==> config.mk <==
export PLATFORM = sky130hd
export DESIGN_NAME = clk_gen_ctrl
export DESIGN_NICKNAME = d
export VERILOG_FILES = /design/src/rtl/clk_gen_ctrl.sv
export SDC_FILE = /design/constraint.sdc
export NUM_CORES = 1
export LEC_CHECK = 0
export CAP_MARGIN = 20
export CORE_ASPECT_RATIO = 1.5
export CORE_MARGIN = 2
export CORE_UTILIZATION = 45
export DETAILED_ROUTE_END_ITERATION = 7
export PLACE_DENSITY = 0.67
export SYNTH_ARGS = -nofsm -noshare
export SYNTH_HDL_FRONTEND = slang
export SYNTH_SLANG_ARGS = --single-unit
==> constraint.sdc <==
create_clock -name clk -period 9.55 [get_ports clk]
set_input_delay 1.91 -clock clk [delete_from_list [all_inputs] [get_ports clk]]
set_output_delay 1.91 -clock clk [all_outputs]
set_load 0.05 [all_outputs]
==> src/rtl/clk_gen_ctrl.sv <==
// clk_gen_ctrl: programmable clock / pulse generator.
// Produces clk_out with a configurable period, high time and start phase,
// all counted in clk cycles. Config words are accepted over valid/ready and
// are applied only at period boundaries, so clk_out never glitches.
// en is registered once before the IDLE start decision, so a start sampled
// at edge k gives the first clk_out rise at edge k+phase+1.
// All outputs are registered from the next-state decode, so each output
// lines up exactly with the state it describes.
module clk_gen_ctrl #(
  parameter int CNT_W = 16
) (
  input  logic             clk,
  input  logic             rst_n,
  input  logic             en,
  input  logic             cfg_valid,
  output logic             cfg_ready,
  input  logic [CNT_W-1:0] cfg_period,
  input  logic [CNT_W-1:0] cfg_high,
  input  logic [CNT_W-1:0] cfg_phase,
  output logic             clk_out,
  output logic             busy,
  output logic             period_done,
  output logic             cfg_err
);

  typedef enum logic [1:0] {
    IDLE  = 2'd0,
    PHASE = 2'd1,
    HIGH  = 2'd2,
    LOW   = 2'd3
  } state_t;

  typedef struct packed {
    logic [CNT_W-1:0] period;
    logic [CNT_W-1:0] high;
    logic [CNT_W-1:0] phase;
  } cfg_t;

  localparam cfg_t CFG_RST = '{period: CNT_W'(2), high: CNT_W'(1), phase: '0};

  state_t           state, n_state;
  logic [CNT_W-1:0] cnt, n_cnt;
  cfg_t             act, n_act;
  cfg_t             pend, n_pend;
  logic             pend_vld, n_pend_vld;
  logic             en_q;

  cfg_t             in_cfg;
  cfg_t             start_cfg;
  cfg_t             bnd_cfg;
  logic             xfer;
  logic             legal;
  logic             take;

  // Handshake and legality of the incoming word.
  assign in_cfg = '{period: cfg_period, high: cfg_high, phase: cfg_phase};
  assign xfer   = cfg_valid && cfg_ready;
  assign legal  = (cfg_period >= CNT_W'(2)) && (cfg_high != '0) &&
                  (cfg_high < cfg_period);
  assign take   = xfer && legal;

  // Config used when leaving IDLE: a word accepted in the same cycle wins.
  assign start_cfg = take ? in_cfg : act;

  // Config for the period after a boundary: a word accepted in the boundary
  // cycle itself wins, then any pending shadow, else the active one.
  assign bnd_cfg = take ? in_cfg : (pend_vld ? pend : act);

  // Next-state decode: FSM transitions, counter reloads and shadow updates.
  always_comb begin
    n_state    = state;
    n_cnt      = cnt;
    n_act      = act;
    n_pend     = pend;
    n_pend_vld = pend_vld;
    case (state)
      IDLE: begin
        // Nothing is running, so a legal word goes straight to active.
        if (take) n_act = in_cfg;
        if (en_q) begin
          if (start_cfg.phase != '0) begin
            n_state = PHASE;
            n_cnt   = start_cfg.phase - CNT_W'(1);
          end else begin
            n_state = HIGH;
            n_cnt   = start_cfg.high - CNT_W'(1);
          end
        end
      end
      PHASE: begin
        if (take) begin
          n_pend     = in_cfg;
          n_pend_vld = 1'b1;
        end
        if (!en) begin
          // Abort before any high output; a pending word can go live now
          // since no waveform is in flight, which also reopens cfg_ready.
          n_state    = IDLE;
          n_act      = pend_vld ? pend : act;
          n_pend_vld = 1'b0;
        end else if (cnt == '0) begin
          n_state = HIGH;
          n_cnt   = act.high - CNT_W'(1);
        end else begin
          n_cnt = cnt - CNT_W'(1);
        end
      end
      HIGH: begin
        if (take) begin
          n_pend     = in_cfg;
          n_pend_vld = 1'b1;
        end
        if (cnt == '0) begin
          // Active config is validated, so period-high-1 cannot wrap.
          n_state = LOW;
          n_cnt   = act.period - act.high - CNT_W'(1);
        end else begin
          n_cnt = cnt - CNT_W'(1);
        end
      end
      LOW: begin
        if (cnt == '0) begin
          // Period boundary: the only place the live config may change.
          n_act      = bnd_cfg;
          n_pend_vld = 1'b0;
          if (en) begin
            n_state = HIGH;
            n_cnt   = bnd_cfg.high - CNT_W'(1);
          end else begin
            n_state = IDLE;
          end
        end else begin
          if (take) begin
            n_pend     = in_cfg;
            n_pend_vld = 1'b1;
          end
          n_cnt = cnt - CNT_W'(1);
        end
      end
      default: n_state = IDLE;
    endcase
  end

  // State, config shadows and registered outputs.
  always_ff @(posedge clk or negedge rst_n) begin
    if (!rst_n) begin
      state       <= IDLE;
      cnt         <= '0;
      act         <= CFG_RST;
      pend        <= CFG_RST;
      pend_vld    <= 1'b0;
      en_q        <= 1'b0;
      clk_out     <= 1'b0;
      busy        <= 1'b0;
      period_done <= 1'b0;
      cfg_err     <= 1'b0;
      cfg_ready   <= 1'b1;
    end else begin
      state       <= n_state;
      cnt         <= n_cnt;
      act         <= n_act;
      pend        <= n_pend;
      pend_vld    <= n_pend_vld;
      en_q        <= en;
      clk_out     <= (n_state == HIGH);
      busy        <= (n_state != IDLE);
      period_done <= (n_state == LOW) && (n_cnt == '0);
      cfg_err     <= xfer && !legal;
      cfg_ready   <= !n_pend_vld;
    end
  end

endmodule

== Word level (Yosys, flattened, before mapping) ==
Cells that the tools add are included.

* Add/sub/neg operators: 7
* Magnitude comparators: 2
* Equality and inequality tests: 9
* Multiplexer cells: 29
* Reduce and logical (&&, ||, !) cells: 20

{| class="wikitable"
|+ Operators by type and width
! kind !! number
|-
| two-way mux 48 bit || 7
|-
| one-hot mux 48 bit (3 select lines) || 1
|-
| two-way mux 16 bit || 7
|-
| one-hot mux 48 bit (2 select lines) || 1
|-
| subtractor 16 x 1 -> 16 bit (second input constant) || 6
|-
| one-hot mux 16 bit (4 select lines) || 1
|-
| logical NOT 16 bit || 2
|-
| nonzero test 16 bit || 2
|-
| >= comparator 16 x 2 -> 1 bit (second input constant) || 1
|-
| less-than comparator 16 bit || 1
|-
| subtractor 16 bit || 1
|-
| two-way mux 2 bit || 7
|-
| == test 2 bit (second input constant) || 4
|-
| inequality test 2 bit (second input constant) || 4
|-
| one-hot mux 2 bit (4 select lines) || 1
|-
| logical AND 1 bit || 6
|-
| AND reduction 4 bit || 1
|-
| nonzero test 2 bit || 2
|-
| two-way mux 1 bit || 3
|-
| one-hot mux 1 bit (3 select lines) || 1
|-
| AND reduction 3 bit || 1
|-
| nonzero test 3 bit || 1
|-
| == test 2 x 1 -> 1 bit (second input constant) || 1
|-
| logical NOT 1 bit || 2
|-
| other kinds (3) || 3
|}

* Register bits after elaboration: 121
* Input bits: 52

== Logic depth before layout (Yosys ltp) ==
Gate-level depths: netlist (run 1).

* Depth after elaboration: 11
* Mapped depth: 23
* Gate-level depth less buffers: 20

== Worst setup path after synthesis (run 1) ==
OpenSTA, ideal clock, no wires.

* Path kind: input-to-reg
* From: in cfg_period[6]
* To: reg period_done
* Arrival time: 5.790 ns
* Required time: 9.454 ns
* Path slack: 3.664 ns
* Cell stages on the path: 22
* Buffers on the path: 3
* Cell sequence: inv_1 > ha_1 > a21o_1 > a221o_1 > a41oi_1 > o31a_1 > nand2_1 > buf_2 > buf_2 > buf_2 > a211oi_1 > a21o_1 > ha_1 > nor3b_1 > o31a_1 > nand2_1 > nor3_1 > o211ai_1 > xor2_1 > a21oi_1 > a211o_1 > nor4_2

* Longest elaborated chain between the ends: 11
* Elaborated cells between the ends (all ways): 22
* Classes of those cells: add/sub: 3; order compare: 2; eq/ne: 1; mux: 10; reduce/logical: 6

{| class="wikitable"
|+ Ends and longest elaborated chain
! item !! RTL line !! source
|-
| from (decl) || 17 || <nowiki>input logic [CNT_W-1:0] cfg_period,</nowiki>
|-
| >= comparator 16 x 2 -> 1 bit || 58 || <nowiki>assign legal = (cfg_period >= CNT_W'(2)) && (cfg_high != '0) &&</nowiki>
|-
| logical AND 1 bit || 58 ||
|-
| logical AND 1 bit (*) || 58 ||
|-
| logical AND 1 bit (*) || 60 || <nowiki>assign take = xfer && legal;</nowiki>
|-
| two-way mux 48 bit (on tied branches) || - ||
|-
| subtractor 16 x 1 -> 16 bit, or another cell as far along || 128 || <nowiki>n_cnt = bnd_cfg.high - CNT_W'(1);</nowiki>
|-
| two-way mux 16 bit (on tied branches) || 126, 81 ||
|-
| two-way mux 16 bit (on tied branches) || 122, 80 ||
|-
| one-hot mux 16 bit (4 select lines) (*) || 76 || <nowiki>case (state)</nowiki>
|-
| net n_cnt[14] || 42 || <nowiki>logic [CNT_W-1:0] cnt, n_cnt;</nowiki>
|-
| logical NOT 16 bit (*) || 167 || <nowiki>period_done <= (n_state == LOW) && (n_cnt == '0);</nowiki>
|-
| logical AND 1 bit (*) || 167 ||
|-
| to (signal assigned) || 167 ||
|-
| to (decl) || 22 || <nowiki>output logic period_done,</nowiki>
|}

Mark *: on every way through the listed nets, which the timed path passes. The rest lies on a longest branch. The select of a mux whose other input is x is not followed.
A chain may end at the register's enable or synchronous reset.

== Final worst setup path (run 1) ==
* From: in cfg_high[6]
* To: reg period_done

* Longest elaborated chain between the ends: 11
* Elaborated cells between the ends (all ways): 22
* Classes of those cells: add/sub: 3; order compare: 1; eq/ne: 1; mux: 10; reduce/logical: 7

{| class="wikitable"
|+ Ends and longest elaborated chain
! item !! RTL line !! source
|-
| from (decl) || 18 || <nowiki>input logic [CNT_W-1:0] cfg_high,</nowiki>
|-
| parallel branches: the longest is 8 deep, another holds less-than comparator 16 bit || - ||
|-
| one-hot mux 16 bit (4 select lines) (*) || 76 ||
|-
| net n_cnt[8] || 42 ||
|-
| logical NOT 16 bit (*) || 167 ||
|-
| logical AND 1 bit (*) || 167 ||
|}

Mark *: on every way through the listed nets, which the timed path passes. The select of a mux whose other input is x is not followed.

==> run summary, run 1 <==
max-cap viol count: 0
# diodes: 0
H-tree level count: 4
Async S/R FF share, synth: 100%
Final ANT Viol Nets: 0
Root Buffer: clkbuf_16
fin crit period: 6730 ps
first-pass GRT wire length: 58.4 mm
drt pass-1 iters: 6
Worst-path clk slew: 60 ps
setup TNS: 0 ps
Max VDD drop: 225 uV
Avg Synthesized Cell Area: 8.13 um2
final hold violation count: 0
Synth Cell Area: 9860 um2
Yosys cell types: 84
CTS buffer count: 17
initial antenna violation count: 0
Final HPWL DP: 29.7 mm
Post-synth EDFFs: 0
Residual DRC: 0
post-cts resize count: 0
RD Place Congestion: 1.00
WL final: 39.5 mm
clock buffer depth: 2
Initial Util: 45.6%
area delta synth->final: 12.9%
Wirelength per Cell: 26.2 um
clock network power share: 34.1%
Setup Fix Bufs, Post-CTS: 0
Psw: 0.000697 W
Most used DFF post-synth: dfrtp_1
Critical Path End Type: register
pwr dens: 180 nW/um2
TritonCTS clock tree: done
largest net degree at the start of global routing: 65
Critical Path Start Type: input pin
Via Count: 9,924
share of layout cells above drive strength 1: 9.74%
cell taking the most area after synthesis: dfrtp_1
Yosys warnings: 0
top achievable clock speed: 0.149 GHz
Seq cells post-synth: 121
hold_buf cts: 0
DIE AREA: 23,100 um2
Internal: 0.00131 W
final-report setup violation count: 0
Slowest cell on crit path: clkdlybuf4s50_1
fillers: 2,166
P_leak: 4.55 nW
most frequent CP cell: a211oi_1
Worst Setup EP: period_done
Area contributors post-synth: dfrtp_1, o21ai_0, ha_1, nand2_1, xnor2_1
HP Class: reg -> reg
Worst Setup SP: cfg_high[6]
reg2reg start: cnt[0]
fin crit share: 70.4%
io pins: 57
RSZ-0062 raised after global routing: false
Die Y: 185 um
vias in the first global route: 9,493
syn_nets: 1,304
area of the core: 21,600 um2
global-route usage over all layers: 33.7%
WS Path Type: in -> reg
sequential share of power: 35.2%
WP data required: 9890 ps
Sink Count: 121
Syn Inst Count: 1,213
logic gate share of total power: 30.7%
Chip Width: 125 um
Seq/Total Area, Yosys: 30.8%
R2R Path End: period_done
worst hold slack: 484 ps
crit path DAT: 7060 ps
Net Sw Frac: 34.8%
status: finished clean
max incr delay on CP: 700 ps
crit-path cells: clkdlybuf4s50_1 -> ha_1 -> a21o_1 -> a221o_1 -> a41oi_1 -> o31a_1 -> nand2_1 -> buf_4 -> a211oi_1 -> a21o_1 -> ha_1 -> nor3b_1 -> o31a_1 -> nand2_1 -> xnor2_1 -> nor2_1 -> a211oi_1 -> a211oi_1 -> nor4_1 -> nand4bb_1 -> nor4_2
top cell type's share of synthesized area: 29.4%
total grt overflow: 0
drt via density: 6.60
Slew Limit Headroom: 19.6%
port bufs: 56
largest fanout on the critical path: 29
latest clock arrival within the worst-skew pair: 430 ps
fin. max-slew vios: 0
num rows: 66
Final Net Count: 1,310
Final Skew: 12.1 ps
Iteration-0 DRC Markers: 1,129
Least-Margin Pin Slew: 1190 ps
FF-to-FF setup slack: 4880 ps
worst reg-to-reg path cell count: 14
worst min path at each step:
stage                  start  slack [ps]  depth (start not counted)  endpoint
global placement    pend[43]         460                          2  pend[43]
floorplan           pend[34]         450                          2  pend[34]
global route        pend[45]         500                          2  pend[45]
finish               act[38]         480                          2   act[38]
CTS                 pend[41]         490                          2  pend[41]
detailed placement  pend[41]         470                          2  pend[41]
placed cells by master, fill, tap and decap left out, types with 6 or more instances in the layout:
master / Yosys / routed
a211oi_1: 21 / 21
a21o_1: 15 / 15
a21oi_1: 79 / 78
a22oi_1: 44 / 44
a31oi_1: 10 / 10
buf_4: 1 / 17
clkbuf_16: 0 / 17
clkdlybuf4s50_1: 0 / 55
dfrtp_1: 116 / 116
ha_1: 38 / 38
inv_1: 47 / 47
mux2_2: 35 / 35
mux2i_1: 21 / 21
nand2_1: 124 / 124
nand2b_1: 7 / 7
nand3_1: 29 / 29
nand4_1: 11 / 11
nor2_1: 86 / 84
nor2b_1: 7 / 7
nor3_1: 45 / 45
nor4_1: 27 / 27
o211ai_1: 23 / 23
o21ai_0: 111 / 111
o21bai_1: 6 / 6
o22ai_1: 7 / 7
or2_2: 7 / 7
or3_1: 12 / 11
or4_1: 7 / 7
xnor2_1: 48 / 48
xor2_1: 22 / 22
final cells by class:
cell class	instances	area, um2	area share (%)
inverter	50	188	1.69
sequential	121	3030	27.3
multi-input combinational	957	6270	56.3
clock buffer	19	453	4.07
clock inverter	13	169	1.52
tap	272	340	3.06
timing repair buffer	72	678	6.09
flip-flops by register name, summed over array words and instances, names as in the netlist:
register     cells
cfg_err          1
pend            48
en_q             1
act             48
busy             1
period_done      1
clk_out          1
state            2
cnt             16
cfg_ready        1
pend_vld         1
power groups by stage:
stage | combinational [W] | sequential, W | clock (W)
floorplan | 0.000409 | 0.000685 | 0
detailed placement | 0.000594 | 0.000708 | 0
finish | 0.000614 | 0.000705 | 0.000684
global route | 0.000660 | 0.000713 | 0.000712
CTS | 0.000597 | 0.000699 | 0.000692
global placement | 0.000586 | 0.000704 | 0
critical path: cells and delay by family:
kind / cells / cell delay [ps]
AOI/OAI and AO/OA: 9 / 2290
xor gates and xnor gates: 1 / 180
adders and majority gates: 2 / 530
buffers and inverters: 2 / 990
and+or+nand+nor: 7 / 1150
cells in the mapped netlist (7+ instances only):
cell type	count
inv_1	47
or2_2	7
xnor2_1	48
nor2_1	86
nor3_1	45
o211ai_1	23
nand2_1	124
ha_1	38
buf_2	15
nand2b_1	7
a31oi_1	10
or3_1	12
o22ai_1	7
nand3_1	29
mux2_2	35
mux2i_1	21
or4_1	7
nor2b_1	7
o21ai_0	111
dfrtp_1	116
nor4_1	27
nand4_1	11
a21oi_1	79
a21o_1	15
xor2_1	22
clkbuf_1	57
a22oi_1	44
a211oi_1	21
routing by layer:
metal	up-vias	track usage (%)	part of all wire [%]
met2	548	57.0	47
met4	0	20.6	6.9
met5	-	0	0
met3	143	4.59	6.6
li1	4504	-	-
met1	4729	40.7	39
per-stage QoR:
| stage | instances | util, % | total power, W | area (um2) | worst slack, ps |
|---|---|---|---|---|---|
| 6_report | 1504 | 51.4 | 0.00200 | 11100 | 2820 |
| 5_1_grt | 1504 | 51.4 | 0.00208 | 11100 | 2510 |
| 4_1_cts | 1503 | 51.4 | 0.00199 | 11100 | 2930 |
| 3_5_place_dp | 1471 | 48.5 | 0.00130 | 10500 | 2520 |
| 3_3_place_gp | 1471 | 48.5 | 0.00129 | 10500 | 2650 |
| 2_1_floorplan | 1213 | - | 0.00109 | 9860 | 3660 |
kinds of logic after synthesis:
kind of cell | synth area share, %
AND/OR/NAND/NOR | 20.5
AO/OA/AOI/OAI | 25.5
buffers and inverters | 5.83
flip-flops | 30.8
XOR/XNOR | 6.22
multiplexers | 6.13
adder cells (fa/ha/maj) | 5.03
Power figures use the tool's default switching activity.
==> run 2: changes to the inputs <==
--- a/config.mk
+++ b/config.mk
@@ -10,7 +10,7 @@
 export CORE_MARGIN = 2
 export CORE_UTILIZATION = 45
 export DETAILED_ROUTE_END_ITERATION = 7
-export PLACE_DENSITY = 0.67
+export PLACE_DENSITY = 0.69
 export SYNTH_ARGS = -nofsm -noshare
 export SYNTH_HDL_FRONTEND = slang
 export SYNTH_SLANG_ARGS = --single-unit
==> constraint.sdc (replaced) <==
create_clock -name clk -period 6 [get_ports clk]
set_input_delay 1.2 -clock clk [delete_from_list [all_inputs] [get_ports clk]]
set_output_delay 1.2 -clock clk [all_outputs]
set_load 0.05 [all_outputs]
==> run 2 against run 1 <==
  * Clock power rose by 68%
  * Final cell count grew 2.3%
  * Worst setup slack got worse by 2400 ps
  * Hold slack gained 1.1 ps
  * Register-to-register slack worse by 3300 ps
  * Die area unchanged
  * Sequential cell count stayed put
  * Critical endpoint unchanged
==> run summary, run 2 (synthesis results as in run 1) <==
status: finished clean
Root Buffer: clkbuf_16
Net Sw Frac: 33.7%
latest clock arrival within the worst-skew pair: 440 ps
DIE AREA: 23,100 um2
delay-heaviest family, CP: simple AND/OR/NAND/NOR gates
Place WS: 90.7 ps
commonest non-fill, non-tap cell in the layout: nand2_1
Critical Path Start Type: input pin
max incr delay on CP: 670 ps
total grt overflow: 0
port bufs: 56
Max VDD drop: 236 uV
Final ANT Viol Nets: 0
WP buf/inv: 2
worst hold path endpoint: pend[47]
Die Y: 185 um
final hold violation count: 0
Setup Fix Bufs, Post-CTS: 0
Wirelength per Cell: 25.2 um
largest net degree at the start of global routing: 78
worst reg-to-reg path cell count: 11
CTS buffer count: 17
io pins: 57
clock network power share: 35.2%
HP Class: reg -> reg
P_leak: 4.74 nW
Critical Path End Type: register
max-cap viol count: 0
RSZ-0062 raised after global routing: false
reg2reg start: state[1]
final-report setup violation count: 0
clock buffer depth: 2
Internal: 0.00216 W
H-tree level count: 4
Slowest cell on crit path: nor4_1
RD Place Congestion: 1.03
logic gate share of total power: 30.6%
Worst-path clk slew: 60 ps
drt pass-1 iters: 7
crit-path cells: clkdlybuf4s50_1 -> nor4_1 -> nand3b_1 -> o211ai_2 -> nor2_1 -> buf_4 -> a21oi_1 -> a21oi_1 -> ha_1 -> o211ai_1 -> nor2_1 -> xnor2_1 -> o21ai_0 -> a31oi_1 -> o41ai_2 -> a211oi_1 -> nor4_1 -> nand4bb_1 -> nor4_2
fin crit period: 5550 ps
initial antenna violation count: 0
WS Path Type: in -> reg
first-pass GRT wire length: 59.2 mm
Residual DRC: 0
Iteration-0 DRC Markers: 1,122
pwr dens: 285 nW/um2
min-delay src: pend[47]
Final HPWL DP: 29.5 mm
Slew Limit Headroom: 31.2%
Least-Margin Pin Slew: 1030 ps
area delta synth->final: 16.1%
top achievable clock speed: 0.180 GHz
drt via density: 6.57
num rows: 66
most frequent cells in the layout: nand2_1, dfrtp_1, o21ai_0, nor2_1, a21oi_1
TritonCTS clock tree: done
hold_buf cts: 0
Final Net Count: 1,344
FF-to-FF setup slack: 1560 ps
hold path depth: 2
sequential share of power: 34.2%
# diodes: 0
Initial Util: 45.6%
fin. max-slew vios: 0
WP data required: 6340 ps
design area: 11,400 um2
biggest regs: act (48), pend (48), cnt (16)
R2R Path End: period_done
worst setup margin: 448 ps
WL final: 38.7 mm
Final Skew: 11.9 ps
Psw: 0.00110 W
Worst Setup SP: cfg_high[1]
vias in the first global route: 9,774
share of layout cells above drive strength 1: 12.1%
post-cts resize count: 0
fin crit share: 92.5%
global-route usage over all layers: 33.8%
setup TNS: 0 ps
area of the core: 21,600 um2
Chip Width: 125 um
Via Count: 10,101
Post-DP Area: 10,700 um2
Sink Count: 121
largest fanout on the critical path: 13
crit path DAT: 5890 ps
==> run 2: cell count changes in the layout (fill, tap and decap cells not counted) <==
cell        previous run  this run
clkbuf_1               0         1
buf_16                 0         1
bufinv_16              3         5
clkinvlp_4             4         3
buf_4                 17        49
buf_12                 0         1
clkbuf_8               2         0
==> run 2: tightest hold or removal path: cells and delay by family, from the launching register on <==
kind | cells | cell delay (ps)
AO/OA/AOI/OAI | 1 | 60
AND/OR/NAND/NOR | 1 | 40
flip-flops | 1 | 340
==> run 2: final cells by class <==
class,instances,area (um2)
sequential,121,3030
clock inverter,14,221
timing repair buffer,106,966
tap,272,340
inverter,50,188
multi-input combinational,957,6270
fill,2068,10200
clock buffer,18,429
==> run 2: how the worst max path moves through the flow <==
stage	end	depth (start not counted)	slack (ps)
3_3_place_gp	period_done	17	190
6_report	period_done	19	450
5_1_grt	period_done	19	120
4_1_cts	period_done	19	530
2_1_floorplan	period_done	22	820
3_5_place_dp	period_done	19	90
==> run 2: per-stage QoR <==
| step | hold WS, ps | instances | power (W) | util, % |
|---|---|---|---|---|
| after floorplan | 451 | 1213 | 0.00174 | - |
| after global placement | 463 | 1504 | 0.00207 | 49.7 |
| after detailed placement | 474 | 1504 | 0.00209 | 49.7 |
| after CTS | 486 | 1536 | 0.00324 | 52.7 |
| after global routing | 512 | 1538 | 0.00341 | 52.9 |
| final | 485 | 1538 | 0.00326 | 52.9 |
==> run 2: power groups by stage <==
stage                     Clock (W)  Sequential (W)  Combinational (W)
after detailed placement          0         0.00112           0.000967
after global routing        0.00120         0.00113            0.00108
final                       0.00115         0.00112           0.000997
after floorplan                   0         0.00109           0.000651
after global placement            0         0.00111           0.000959
after CTS                   0.00116         0.00111           0.000973
==> run 2: layer usage <==
| layer | up-vias | share of wire (%) | routed length [um] | GRT usage (%) |
|---|---|---|---|---|
| met5 | - | 0 | 0 | 0 |
| met4 | 0 | 8.1 | 3140 | 22.0 |
| met3 | 178 | 6.5 | 2530 | 5.03 |
| met2 | 533 | 47 | 18300 | 57.2 |
| met1 | 4817 | 38 | 14700 | 40.0 |
| li1 | 4573 | - | - | - |
